$ cat src/rtl/vga_pkg.sv
// Shared video timing and colour constants for the vga_if pipeline (800x600@60, 40 MHz pixel clock).
// Defaults only; each stage may override its own parameters.
package vga_pkg;

    localparam int CNT_W = 11;

    localparam int HOR_ACTIVE = 800;
    localparam int HOR_FP     = 40;
    localparam int HOR_SYNC   = 128;
    localparam int HOR_BP     = 88;
    localparam int HOR_TOTAL  = HOR_ACTIVE + HOR_FP + HOR_SYNC + HOR_BP;

    localparam int VER_ACTIVE = 600;
    localparam int VER_FP     = 1;
    localparam int VER_SYNC   = 4;
    localparam int VER_BP     = 23;
    localparam int VER_TOTAL  = VER_ACTIVE + VER_FP + VER_SYNC + VER_BP;

    localparam logic SYNC_POL = 1'b1;

    localparam logic [11:0] BLACK         = 12'h000;
    localparam logic [11:0] GAME_BG_COLOR = 12'h8_A_F;

endpackage

$ cat src/rtl/vga_if.sv
// Raster bundle forwarded stage to stage along the video chain.
// Every field describes the same pixel in the same cycle.
interface vga_if;
    logic [10:0] hcount;
    logic [10:0] vcount;
    logic        hsync;
    logic        vsync;
    logic        hblnk;
    logic        vblnk;
    logic [11:0] rgb;

    modport out (output hcount, vcount, hsync, vsync, hblnk, vblnk, rgb);
    modport in  (input  hcount, vcount, hsync, vsync, hblnk, vblnk, rgb);
endinterface

$ cat src/rtl/vga_wrap_counter.sv
// Modulo-(MAX+1) counter: advances on en, wraps MAX->0, wrap flags the advancing edge at MAX.
// Zero latency on count_nxt/wrap; holds when en is low; clr overrides en.
module vga_wrap_counter
    import vga_pkg::*;
#(
    parameter int MAX = HOR_TOTAL - 1
) (
    input  logic             clk,
    input  logic             rst_n,
    input  logic             en,
    input  logic             clr,
    output logic [CNT_W-1:0] count,
    output logic [CNT_W-1:0] count_nxt,
    output logic             wrap
);

    localparam logic [CNT_W-1:0] MAX_C = CNT_W'(MAX);

    logic [CNT_W-1:0] count_q;
    logic [CNT_W-1:0] count_d;

    assign wrap = en && (count_q == MAX_C);

    always_comb begin
        count_d = count_q;
        if (clr) begin
            count_d = '0;
        end else if (en) begin
            count_d = wrap ? '0 : count_q + CNT_W'(1);
        end
    end

    always_ff @(posedge clk or negedge rst_n) begin
        if (!rst_n) begin
            count_q <= '0;
        end else begin
            count_q <= count_d;
        end
    end

    assign count     = count_q;
    assign count_nxt = count_d;

endmodule

$ cat src/rtl/vga_timing_gen.sv
// Head of the video chain: hcount/vcount raster with sync/blank strobes, rgb forced to 0, frame_start tick.
// Strobes are decoded from next counts into the counter flop stage (zero latency); en low freezes everything.
module vga_timing_gen #(
    parameter int   H_ACTIVE = vga_pkg::HOR_ACTIVE,
    parameter int   H_FP     = vga_pkg::HOR_FP,
    parameter int   H_SYNC   = vga_pkg::HOR_SYNC,
    parameter int   H_BP     = vga_pkg::HOR_BP,
    parameter int   V_ACTIVE = vga_pkg::VER_ACTIVE,
    parameter int   V_FP     = vga_pkg::VER_FP,
    parameter int   V_SYNC   = vga_pkg::VER_SYNC,
    parameter int   V_BP     = vga_pkg::VER_BP,
    parameter logic SYNC_POL = vga_pkg::SYNC_POL
) (
    input  logic  clk,
    input  logic  rst_n,
    input  logic  en,
    vga_if.out    out,
    output logic  frame_start
);

    localparam int H_TOTAL = H_ACTIVE + H_FP + H_SYNC + H_BP;
    localparam int V_TOTAL = V_ACTIVE + V_FP + V_SYNC + V_BP;

    localparam logic [10:0] H_ACT_C  = 11'(H_ACTIVE);
    localparam logic [10:0] HS_ON_C  = 11'(H_ACTIVE + H_FP);
    localparam logic [10:0] HS_OFF_C = 11'(H_ACTIVE + H_FP + H_SYNC);
    localparam logic [10:0] V_ACT_C  = 11'(V_ACTIVE);
    localparam logic [10:0] VS_ON_C  = 11'(V_ACTIVE + V_FP);
    localparam logic [10:0] VS_OFF_C = 11'(V_ACTIVE + V_FP + V_SYNC);

    if (H_TOTAL > 2047 || V_TOTAL > 2047 || H_FP == 0 || H_SYNC == 0 || H_BP == 0 ||
        V_FP == 0 || V_SYNC == 0 || V_BP == 0) begin : g_bad_timing
        $fatal(1, "vga_timing_gen: illegal timing parameters");
    end

    logic [10:0] h_cnt, h_nxt, v_cnt, v_nxt;
    logic        h_wrap, v_wrap;

    vga_wrap_counter #(.MAX(H_TOTAL - 1)) u_hcnt (
        .clk       (clk),
        .rst_n     (rst_n),
        .en        (en),
        .clr       (1'b0),
        .count     (h_cnt),
        .count_nxt (h_nxt),
        .wrap      (h_wrap)
    );

    // v_nxt equals v_cnt except on an h wrap, so vsync can only move with hcount -> 0.
    vga_wrap_counter #(.MAX(V_TOTAL - 1)) u_vcnt (
        .clk       (clk),
        .rst_n     (rst_n),
        .en        (en & h_wrap),
        .clr       (1'b0),
        .count     (v_cnt),
        .count_nxt (v_nxt),
        .wrap      (v_wrap)
    );

    logic hsync_q, vsync_q, hblnk_q, vblnk_q, fstart_q;
    logic hsync_d, vsync_d, hblnk_d, vblnk_d, fstart_d;

    always_comb begin
        hblnk_d  = (h_nxt >= H_ACT_C);
        vblnk_d  = (v_nxt >= V_ACT_C);
        hsync_d  = ((h_nxt >= HS_ON_C) && (h_nxt < HS_OFF_C)) ? SYNC_POL : ~SYNC_POL;
        vsync_d  = ((v_nxt >= VS_ON_C) && (v_nxt < VS_OFF_C)) ? SYNC_POL : ~SYNC_POL;
        fstart_d = v_wrap;
    end

    always_ff @(posedge clk or negedge rst_n) begin
        if (!rst_n) begin
            hsync_q  <= ~SYNC_POL;
            vsync_q  <= ~SYNC_POL;
            hblnk_q  <= 1'b0;
            vblnk_q  <= 1'b0;
            fstart_q <= 1'b0;
        end else begin
            if (en) begin
                hsync_q <= hsync_d;
                vsync_q <= vsync_d;
                hblnk_q <= hblnk_d;
                vblnk_q <= vblnk_d;
            end
            fstart_q <= fstart_d;
        end
    end

    assign out.hcount  = h_cnt;
    assign out.vcount  = v_cnt;
    assign out.hsync   = hsync_q;
    assign out.vsync   = vsync_q;
    assign out.hblnk   = hblnk_q;
    assign out.vblnk   = vblnk_q;
    assign out.rgb     = 12'h000;
    assign frame_start = fstart_q;

endmodule

$ cat src/flat_wrapper.sv
// flat-port wrapper written by rule: the top's interface ports become plain ports
module vga_timing_gen_flat 
#(
    parameter int   H_ACTIVE = vga_pkg::HOR_ACTIVE,
    parameter int   H_FP     = vga_pkg::HOR_FP,
    parameter int   H_SYNC   = vga_pkg::HOR_SYNC,
    parameter int   H_BP     = vga_pkg::HOR_BP,
    parameter int   V_ACTIVE = vga_pkg::VER_ACTIVE,
    parameter int   V_FP     = vga_pkg::VER_FP,
    parameter int   V_SYNC   = vga_pkg::VER_SYNC,
    parameter int   V_BP     = vga_pkg::VER_BP,
    parameter logic SYNC_POL = vga_pkg::SYNC_POL
)
  (clk, rst_n, en, frame_start, out_hcount, out_vcount, out_hsync, out_vsync, out_hblnk, out_vblnk, out_rgb);
  vga_if out_i ();
  input  logic clk;
  input  logic rst_n;
  input  logic en;
  output logic frame_start;
  output wire logic [$bits(out_i.hcount)-1:0] out_hcount;
  output wire logic [$bits(out_i.vcount)-1:0] out_vcount;
  output wire logic [$bits(out_i.hsync)-1:0] out_hsync;
  output wire logic [$bits(out_i.vsync)-1:0] out_vsync;
  output wire logic [$bits(out_i.hblnk)-1:0] out_hblnk;
  output wire logic [$bits(out_i.vblnk)-1:0] out_vblnk;
  output wire logic [$bits(out_i.rgb)-1:0] out_rgb;
  assign out_hcount = out_i.hcount;
  assign out_vcount = out_i.vcount;
  assign out_hsync = out_i.hsync;
  assign out_vsync = out_i.vsync;
  assign out_hblnk = out_i.hblnk;
  assign out_vblnk = out_i.vblnk;
  assign out_rgb = out_i.rgb;
  vga_timing_gen #(.H_ACTIVE(H_ACTIVE), .H_FP(H_FP), .H_SYNC(H_SYNC), .H_BP(H_BP), .V_ACTIVE(V_ACTIVE), .V_FP(V_FP), .V_SYNC(V_SYNC), .V_BP(V_BP), .SYNC_POL(SYNC_POL)) u_core (.clk(clk), .rst_n(rst_n), .en(en), .out(out_i), .frame_start(frame_start));
endmodule
$ cat config.mk
export PLATFORM = sky130hd
export DESIGN_NAME = vga_timing_gen_flat
export DESIGN_NICKNAME = d
export VERILOG_FILES = /design/src/rtl/vga_pkg.sv /design/src/rtl/vga_if.sv /design/src/rtl/vga_wrap_counter.sv /design/src/rtl/vga_timing_gen.sv /design/src/flat_wrapper.sv
export SDC_FILE = /design/constraint.sdc
export NUM_CORES = 1
export LEC_CHECK = 0
export CORE_MARGIN = 2
export CORE_UTILIZATION = 52
export DETAILED_ROUTE_END_ITERATION = 8
export PLACE_DENSITY = 0.85
export SETUP_SLACK_MARGIN = 0.1
export SLEW_MARGIN = 40
export SYNTH_ARGS = -nofsm -noshare
export SYNTH_HDL_FRONTEND = slang
export SYNTH_SLANG_ARGS = --single-unit
export TNS_END_PERCENT = 100
$ cat constraint.sdc
create_clock -name clk -period 6.3 [get_ports clk]
set_input_delay 0.63 -clock clk [delete_from_list [all_inputs] [get_ports clk]]
set_output_delay 0.63 -clock clk [all_outputs]
set_load 0.005 [all_outputs]
=== Word-level counts from Yosys, hierarchy flattened ===
Index checks and enable logic that the tools add are counted.

* Register bits: 27
* Latch bits: 0
* RAM bits: 0
* Bits in read-only memories: 0
* Input port bits: 3
* Output and inout bits: 39
* Memories kept: 0

* Add/sub/neg operators: 2
* Multiply operators: 0
* Div/mod/pow operators: 0
* Order comparisons: 6
* Eq/ne operators: 2
* Shifts and indexed selects: 0
* Muxes and demuxes: 6
* Bitwise gates (word level): 1
* Reductions and logical operators: 4

{| class="wikitable"
|+ Operators with widths
! cell !! number
|-
| $ge A11 B10 Y1 const B || 4
|-
| $mux W11 || 4
|-
| $add A11 B1 Y11 const B || 2
|-
| $lt A11 B10 Y1 const B || 2
|-
| $eq A11 B10 Y1 const B || 1
|-
| $eq A11 B11 Y1 const B || 1
|-
| $logic_and A1 B1 Y1 || 4
|-
| $mux W1 || 2
|-
| $and A1 B1 Y1 || 1
|}

=== Depth between registers and ports, before layout ===
Gate-level depths: netlist of run 1.

* Word-level depth: 9
* Depth in mapped cells: 9
* Mapped depth without buffers: 8

=== By module ===
Synthesis of run 1 repeated with hierarchy kept, for this count alone.

* Cell total of the unflattened synthesis: 158
* Area, all modules: 1630.3 um^2

{| class="wikitable"
|+ Modules (own cells, without submodules)
! module !! instances !! cells an instance !! area each (um^2) !! sequential area each (um^2)
|-
| vga_wrap_counter (u_core.u_vcnt) || 1 || 57 || 628.1 || 275.3
|-
| vga_wrap_counter (u_core.u_hcnt) || 1 || 61 || 621.8 || 275.3
|-
| vga_timing_gen || 1 || 40 || 380.4 || 125.1
|}

=== Worst setup path after synthesis of run 1 ===
No wires, ideal clock.

* Path kind: input to register
* Start: input en
* End: register u_core.vsync_q (netlist: u_core.out.vsync)
* Setup time: 0.067 ns
* Arrival time: 2.552 ns
* Data required time: 6.233 ns
* Slack: 3.681 ns
* Stages: 9
* Path buffers: 2
* Cells stage by stage: buf_4 -> nand4_4 -> or4_4 -> buf_6 -> nor4_4 -> xnor2_1 -> nor2_4 -> a211oi_1 -> a32o_1

* Word-level cells in the longest chain between the ends: 8

{| class="wikitable"
|+ RTL lines
! item !! line !! text
|-
| start, declared || flat_wrapper.sv:18 || <nowiki>input logic en;</nowiki>
|-
| $logic_and A1 B1 Y1 || vga_wrap_counter.sv:22 || <nowiki>assign wrap = en && (count_q == MAX_C);</nowiki>
|-
| $and A1 B1 Y1 * || vga_timing_gen.sv:53 || <nowiki>.en (en & h_wrap),</nowiki>
|-
| $logic_and A1 B1 Y1 || vga_wrap_counter.sv:22 ||
|-
| $mux W11 || vga_wrap_counter.sv:29 || <nowiki>count_d = wrap ? '0 : count_q + CNT_W'(1);</nowiki>
|-
| $mux W11 * || vga_wrap_counter.sv:28 || <nowiki>end else if (en) begin</nowiki>
|-
| via u_core.u_vcnt.count_nxt[9] || vga_wrap_counter.sv:13 || <nowiki>output logic [CNT_W-1:0] count_nxt,</nowiki>
|-
| $ge A11 B10 Y1 / $lt A11 B10 Y1 (equally long branches) || vga_timing_gen.sv:67 || <nowiki>vsync_d = ((v_nxt >= VS_ON_C) && (v_nxt < VS_OFF_C)) ? SYNC_POL : ~SYNC_POL;</nowiki>
|-
| $logic_and A1 B1 Y1 * || vga_timing_gen.sv:67 ||
|-
| $mux W1 * || vga_timing_gen.sv:67 ||
|-
| end signal, assigned || vga_timing_gen.sv:74 || <nowiki>vsync_q <= ~SYNC_POL;</nowiki>
|-
| end signal, assigned || vga_timing_gen.sv:81 || <nowiki>vsync_q <= vsync_d;</nowiki>
|-
| end, declared || vga_timing_gen.sv:60 || <nowiki>logic hsync_q, vsync_q, hblnk_q, vblnk_q, fstart_q;</nowiki>
|}

Mark *: on every way through the listed nets, which the timed path passes. The rest lies on a longest branch.
A chain may end at the register's enable or synchronous reset.

=== Final worst setup path of run 1 ===
Same ends and word-level chain as after synthesis.

==> results of run 1 <==
-- worst max-delay path, cell delays in order --
cell	delay [ps]
clkdlybuf4s50_1	680
nand4_4	190
or4_4	660
nor3_1	360
xor2_2	160
nor4b_2	270
and4_1	230
a32o_1	150
-- final cells by class --
| type | count | area [um2] |
|---|---|---|
| well taps | 33 | 41.3 |
| multi-input cells | 118 | 805 |
| inverters | 11 | 41.3 |
| clock buffers | 4 | 26.3 |
| flip-flops and latches | 27 | 676 |
| fillers | 259 | 1080 |
| repair buffers | 31 | 305 |
-- stage by stage --
step | utilization (%) | hold slack (ps) | worst slack [ps] | total power [mW] | instances
after floorplan | - | 334 | 3680 | 0.324 | 172
after global placement | 62.5 | 475 | 2960 | 0.392 | 220
after detailed placement | 62.5 | 481 | 2910 | 0.397 | 220
after CTS | 63.4 | 521 | 3200 | 0.477 | 224
after global routing | 63.6 | 569 | 3090 | 0.509 | 224
final | 63.6 | 519 | 3260 | 0.473 | 224
-- worst max-delay path by stage --
stage	from	end	depth (start not counted)
after detailed placement	en	u_core.out.vsync	8
after global routing	en	u_core.out.vsync	8
after CTS	en	u_core.out.hsync	9
final	en	u_core.out.vsync	8
after floorplan	en	u_core.out.vsync	9
after global placement	en	u_core.out.vsync	8
-- Yosys cell counts (2+ instances only) --
master,count
inv_1,11
and4_1,3
buf_4,13
mux2_2,3
xnor2_1,12
nand3_1,7
a31oi_1,2
nor4_1,3
nand2_1,10
nand4_1,5
a21oi_1,4
clkbuf_1,2
or2_2,2
nor2_1,17
and3_1,4
ha_1,2
dfrtp_1,27
xor2_1,3
nor3_1,4
-- logic make-up (layout without fill, tap and decap cells) --
kind of cell | Yosys count | count (layout) | synth area share (%)
other | 1 | 12 | 0.236
XOR/XNOR | 16 | 16 | 9.28
flip-flops | 27 | 27 | 42.5
multiplexers | 3 | 3 | 2.12
buffers and inverters | 27 | 46 | 9.91
AND/OR/NAND/NOR | 66 | 66 | 25.7
AO/OA/AOI/OAI | 19 | 19 | 8.66
adder cells (fa/ha/maj) | 2 | 2 | 1.57
-- per-layer routing --
| metal | global-route usage [%] | share of wire, % | vias to the layer above |
|---|---|---|---|
| met3 | 4.15 | 5.9 | 5 |
| met4 | 8.77 | 1.6 | 0 |
| li1 | - | - | 605 |
| met1 | 31.2 | 45 | 622 |
| met5 | 0 | 0 | - |
| met2 | 33.1 | 47 | 49 |
-- sequential cells by signal, summed over array words and instances (netlist names) --
register / cells
u_core.out.vblnk: 1
u_core.out.vsync: 1
u_core.out.hblnk: 1
u_core.u_hcnt.count: 11
u_core.frame_start: 1
u_core.u_vcnt.count: 11
u_core.out.hsync: 1
-- cell usage in the layout, fill, tap and decap left out, types with 3 or more instances in the layout --
master	n
nor3_1	4
nand4_1	5
clkdlybuf4s50_1	29
conb_1	12
dfrtp_1	27
clkbuf_4	3
a21oi_1	4
xnor2_1	12
and3_1	4
nand2_1	10
and4_1	3
inv_1	11
mux2_2	3
nand3_1	7
xor2_1	3
nor2_1	17
-- power by group --
part           internal [mW]  switching (mW)  leakage (nW)
logic                 0.0855          0.0676         0.482
clock network         0.0249          0.0523        0.0150
registers              0.198          0.0444         0.350
total                  0.309           0.164         0.847
==> qor.csv, run 1 <==
stage,metric,value,unit
run_status,outcome,completed,
placement,Post-DP Area,0.00186,mm2
detailed_routing,Routed Antenna Nets,0,
floorplanning,Core Region,0.00298,mm2
synthesis,post-synth top area share,42.5,%
grt,gr ovfl total,0,
placement,post-DP HPWL,2.51,mm
sta,Setup TNS Final,0,ps
worst_setup_path,worst-path fanout max,12,
layout,fin nets,197,
synthesis,#FFs+latches synth,27,
clock_network,Worst-Skew Late Latency,340,ps
sta,Final Hold Viols,0,
sta,min Tclk post-route,3040,ps
worst_setup_path,reg-to-reg critical path endpoint,u_core.out.vsync,
synthesis,yosys warns,0,
sta,Setup Skew,4.81,ps
layout,post-route design area,0.00189,mm2
clock_network,H-tree levels,1,
clock_network,clock sink count,27,
sta,Setup-failing EPs final,0,
detailed_routing,Via Count,1281,
synthesis,Syn Area/Cell,9.88,um2
synthesis,synth top area cells,"dfrtp_1 42%, xnor2_1 6.6%, buf_4 6.1%",
sta,Slew headroom,57.0,%
synthesis,"FFs w/ async S/R, synth",100,%
layout,share of layout cells above drive strength 1,10.5,%
layout,antenna cells,0,
clock_network,clock slew at reported path FFs,140,ps
detailed_routing,final wirelength,3.34,mm
clock_network,CTS Buf Count,3,
worst_setup_path,crit end category,flip-flop,
worst_hold_path,Hold Path Depth,1,
synthesis,part of the Yosys area used for sequential elements,42.5,%
clock_network,clk buf depth,2,
worst_setup_path,required time worst endpoint,6590,ps
detailed_routing,Pre-antenna DRT Iters,4,
floorplanning,die area,0.00352,mm2
worst_setup_path,"Data arrival, critical path",3330,ps
worst_setup_path,critical path type,input pin to flip-flop,
grt,vias in the first global route,1182,
pwr,worst vdd ir,0.000161,V
grt,initial antenna violation count,0,
floorplanning,die height,59.3,um
placement,GPL Wtd Cong,0.892,
job,max-cap violations,0,
sta,RSZ-0062 raised after global routing,no,
sta,Pins Over Slew Limit,0,
grt,first-pass GRT wire length,5.74,mm
pwr,Static Leak,0.847,nW
grt,Total GRT Usage,22.0,%
clock_network,Post-CTS Setup Inserts,0,
synthesis,Post-synth EDFFs,0,
floorplanning,die width,59.3,um
worst_hold_path,Hold WC Path Type,flip-flop to flip-flop,
grt,largest net degree at the start of global routing,28,
sta,Peak Freq,0.329,GHz
synthesis,Yosys top cell by area,dfrtp_1,
worst_setup_path,CP Launch Type,input pin,
detailed_routing,WL per Instance,14.9,um
synthesis,predominant post-synthesis flop cell,dfrtp_1,
worst_hold_path,WHS Endpoint,u_core.out.vsync,
synthesis,synth unique cells,46,
detailed_routing,DR DRC count,0,
sta,Final period util,48.3,%
worst_setup_path,R2R depth,8,
detailed_routing,drt initial violations,45,
clock_network,CTS tree,built,
clock_network,clk root buf,clkbuf_4,
worst_setup_path,FF-to-FF setup slack,3590,ps
clock_network,CTS Hold Bufs,0,
worst_hold_path,Hold Startpoint,u_core.out.vsync,
clock_network,cts repair resizes,0,
floorplanning,IO Count,42,
floorplanning,Initial Utilization,53.4,%
layout,synthesis-to-layout area growth,19.1,%
detailed_routing,Via density,5.72,
synthesis,post-synthesis cell area,0.00159,mm2
worst_setup_path,reg-to-reg startpoint,u_core.u_hcnt.count[0],
synthesis,Post-Synthesis Cells,161,
pwr,pwr dens,250,mW/mm2
sta,Least-Margin Pin Slew,640,ps
floorplanning,row count,20,
placement,Buffers on Ports,29,
No activity file was read; power rests on OpenSTA's default activity.
==> run 2, diff against run 1 <==
--- a/config.mk
+++ b/config.mk
@@ -6,9 +6,9 @@
 export NUM_CORES = 1
 export LEC_CHECK = 0
 export CORE_MARGIN = 2
-export CORE_UTILIZATION = 52
+export CORE_UTILIZATION = 43
 export DETAILED_ROUTE_END_ITERATION = 8
-export PLACE_DENSITY = 0.85
+export PLACE_DENSITY = 0.75
 export SETUP_SLACK_MARGIN = 0.1
 export SLEW_MARGIN = 40
 export SYNTH_ARGS = -nofsm -noshare
==> constraint.sdc (replaced) <==
create_clock -name clk -period 2.6 [get_ports clk]
set_input_delay 0.26 -clock clk [delete_from_list [all_inputs] [get_ports clk]]
set_output_delay 0.26 -clock clk [all_outputs]
set_load 0.005 [all_outputs]
==> qor.csv, run 2 (same netlist as run 1, synthesis figures left out) <==
stage,metric,value,unit,change
run_status,outcome,completed,,
clock_network,clk buf depth,2,,unchanged
pwr,Clk network pwr share,18.6,%,+2.3 points
sta,Pins Over Slew Limit,0,,unchanged
sta,min Tclk post-route,2440,ps,
worst_hold_path,Hold WC Path Type,input pin to asynchronous set/reset pin,,
clock_network,clock sink count,27,,unchanged
placement,post-place setup slack,-166,ps,-3080 ps
floorplanning,Initial Utilization,44.1,%,-9.3 points
grt,largest net degree at the start of global routing,28,,unchanged
grt,gr ovfl total,0,,unchanged
layout,fin nets,220,,+12%
layout,most common library cell in the layout ignoring fill and taps,clkdlybuf4s50_1,,
worst_setup_path,required time worst endpoint,2760,ps,-3830 ps
sta,Final Hold Viols,0,,unchanged
grt,first-pass GRT wire length,6.21,mm,+8.2%
detailed_routing,DR DRC count,0,,unchanged
floorplanning,row count,22,,+10%
floorplanning,Core Region,0.00361,mm2,+21%
layout,Finished Layout Cells,262,,+17%
placement,Post-DP Area,0.00202,mm2,+8.7%
sta,final setup margin,164,ps,-3090 ps
detailed_routing,Routed Antenna Nets,0,,unchanged
clock_network,CTS Buf Count,3,,unchanged
worst_setup_path,critical path type,flip-flop to flip-flop,,
floorplanning,die height,64.8,um,+9.3%
placement,Buffers on Ports,29,,unchanged
worst_setup_path,"Data arrival, critical path",2600,ps,-730 ps
pwr,worst vdd ir,0.000399,V,+150%
worst_setup_path,worst-path fanout max,6,,-6
sta,Setup-failing EPs final,0,,unchanged
sta,Final period util,93.7,%,
sta,Setup Skew,7.06,ps,+2.25 ps
pwr,Switch Pwr,0.431,mW,+160%
pwr,Final Total Pwr,1.30,mW,+180%
grt,vias in the first global route,1266,,+7.1%
clock_network,Worst-Skew Late Latency,280,ps,-60 ps
placement,post-DP HPWL,2.80,mm,+11%
sta,Peak Freq,0.411,GHz,
floorplanning,IO Count,42,,unchanged
worst_setup_path,crit end category,flip-flop,,
layout,synthesis-to-layout area growth,37.4,%,
worst_setup_path,FF-to-FF setup slack,160,ps,-3430 ps
placement,GPL Wtd Cong,0.834,,-6.4%
sta,RSZ-0062 raised after global routing,yes,,
layout,post-route design area,0.00218,mm2,+15%
clock_network,H-tree levels,1,,unchanged
sta,Setup TNS Final,0,ps,unchanged
detailed_routing,final wirelength,3.89,mm,+16%
layout,antenna cells,0,,unchanged
placement,Inst Count DP,254,,+15%
floorplanning,die area,0.00420,mm2,+19%
detailed_routing,Via Count,1385,,+8.1%
pwr,Sequential Power Share,41.4,%,-9.9 points
detailed_routing,drt initial violations,75,,+67%
detailed_routing,Pre-antenna DRT Iters,4,,unchanged
worst_setup_path,CP Launch Type,flip-flop,,
clock_network,CTS tree,built,,
pwr,pwr dens,596,mW/mm2,+140%
clock_network,clock slew at reported path FFs,100,ps,-40 ps
floorplanning,die width,64.8,um,+9.3%
pwr,Power Internal,0.870,mW,+180%
grt,Total GRT Usage,19.4,%,-2.6 points
layout,"commonest cells after routing, fill and taps aside","29 x clkdlybuf4s50_1, 27 x dfrtp_1, 24 x buf_4",,
detailed_routing,WL per Instance,14.8,um,-0.58%
layout,share of layout cells above drive strength 1,23.8,%,+13 points
grt,initial antenna violation count,0,,unchanged
detailed_routing,Via density,5.29,,-7.6%
layout,FILL cells,321,,+24%
pwr,Static Leak,1.00,nW,+18%
clock_network,clk root buf,clkbuf_8,,
job,max-cap violations,0,,unchanged
pwr,Comb pwr share,39.9,%,+7.5 points
pwr,switching part of the total power,33.1,%,-1.6 points
run 2: stage by stage:
step / utilization [%] / hold slack, ps
finish: 60.6 / 363
global route: 60.6 / 413
detailed placement: 56.1 / 477
global placement: 56.1 / 472
floorplan: - / -35.6
CTS: 58.4 / 372
run 2: final timing paths:
check,startpoint,to,cells past startpoint
worst min-delay path,rst_n,u_core.out.vblnk,2
max in group asynchronous,rst_n,u_core.u_vcnt.count[9],2
worst max-delay path,u_core.u_hcnt.count[1],u_core.out.vsync,8
worst max register to register,u_core.u_hcnt.count[1],u_core.out.vsync,8
min in group clk,u_core.out.hsync,u_core.out.hsync,2
worst min register to register,u_core.out.hsync,u_core.out.hsync,2
run 2: timing repair:
action                     4_1_cts  5_1_grt
hold buffers                     0        0
hold endpoints to repair         0        0
buffers inserted                 2        2
gates resized for setup          3       12
pin swaps                        1        6
setup endpoints to repair        1        3
run 2: power by group through the flow:
stage               Clock, mW  Sequential, mW  Combinational [mW]
floorplan                   0           0.576               0.209
global placement            0           0.546               0.478
detailed placement          0           0.546               0.484
CTS                     0.249           0.536               0.493
global route            0.268           0.543               0.572
finish                  0.243           0.539               0.520
run 2: critical path, stage by stage (launching register included):
cell     delay, ps
dfrtp_1        370
ha_2           210
nand4_4        100
or4_4          610
nor4_4         320
xnor2_1        200
nor2_4          80
and4_1         180
a32o_1         220
run 2: final cells by class:
| class | count | area (um2) | share of cell area [%] |
|---|---|---|---|
| Sequential cell | 27 | 676 | 30.9 |
| Clock buffer | 3 | 41.3 | 1.89 |
| Inverter | 11 | 41.3 | 1.89 |
| Timing Repair Buffer | 54 | 482 | 22.1 |
| Multi-Input combinational cell | 118 | 880 | 40.3 |
| Clock inverter | 1 | 5.00 | 0.229 |
| Tap cell | 48 | 60.1 | 2.75 |
run 2: layer usage:
layer / vias up / track usage [%] / share of wire [%] / routed length, um
met5: - / 0 / 0 / 0
met4: 0 / 7.71 / 1.4 / 54
met3: 8 / 2.08 / 3.6 / 138
met2: 45 / 30.4 / 48 / 1850
met1: 680 / 27.6 / 47 / 1840
li1: 652 / - / - / -
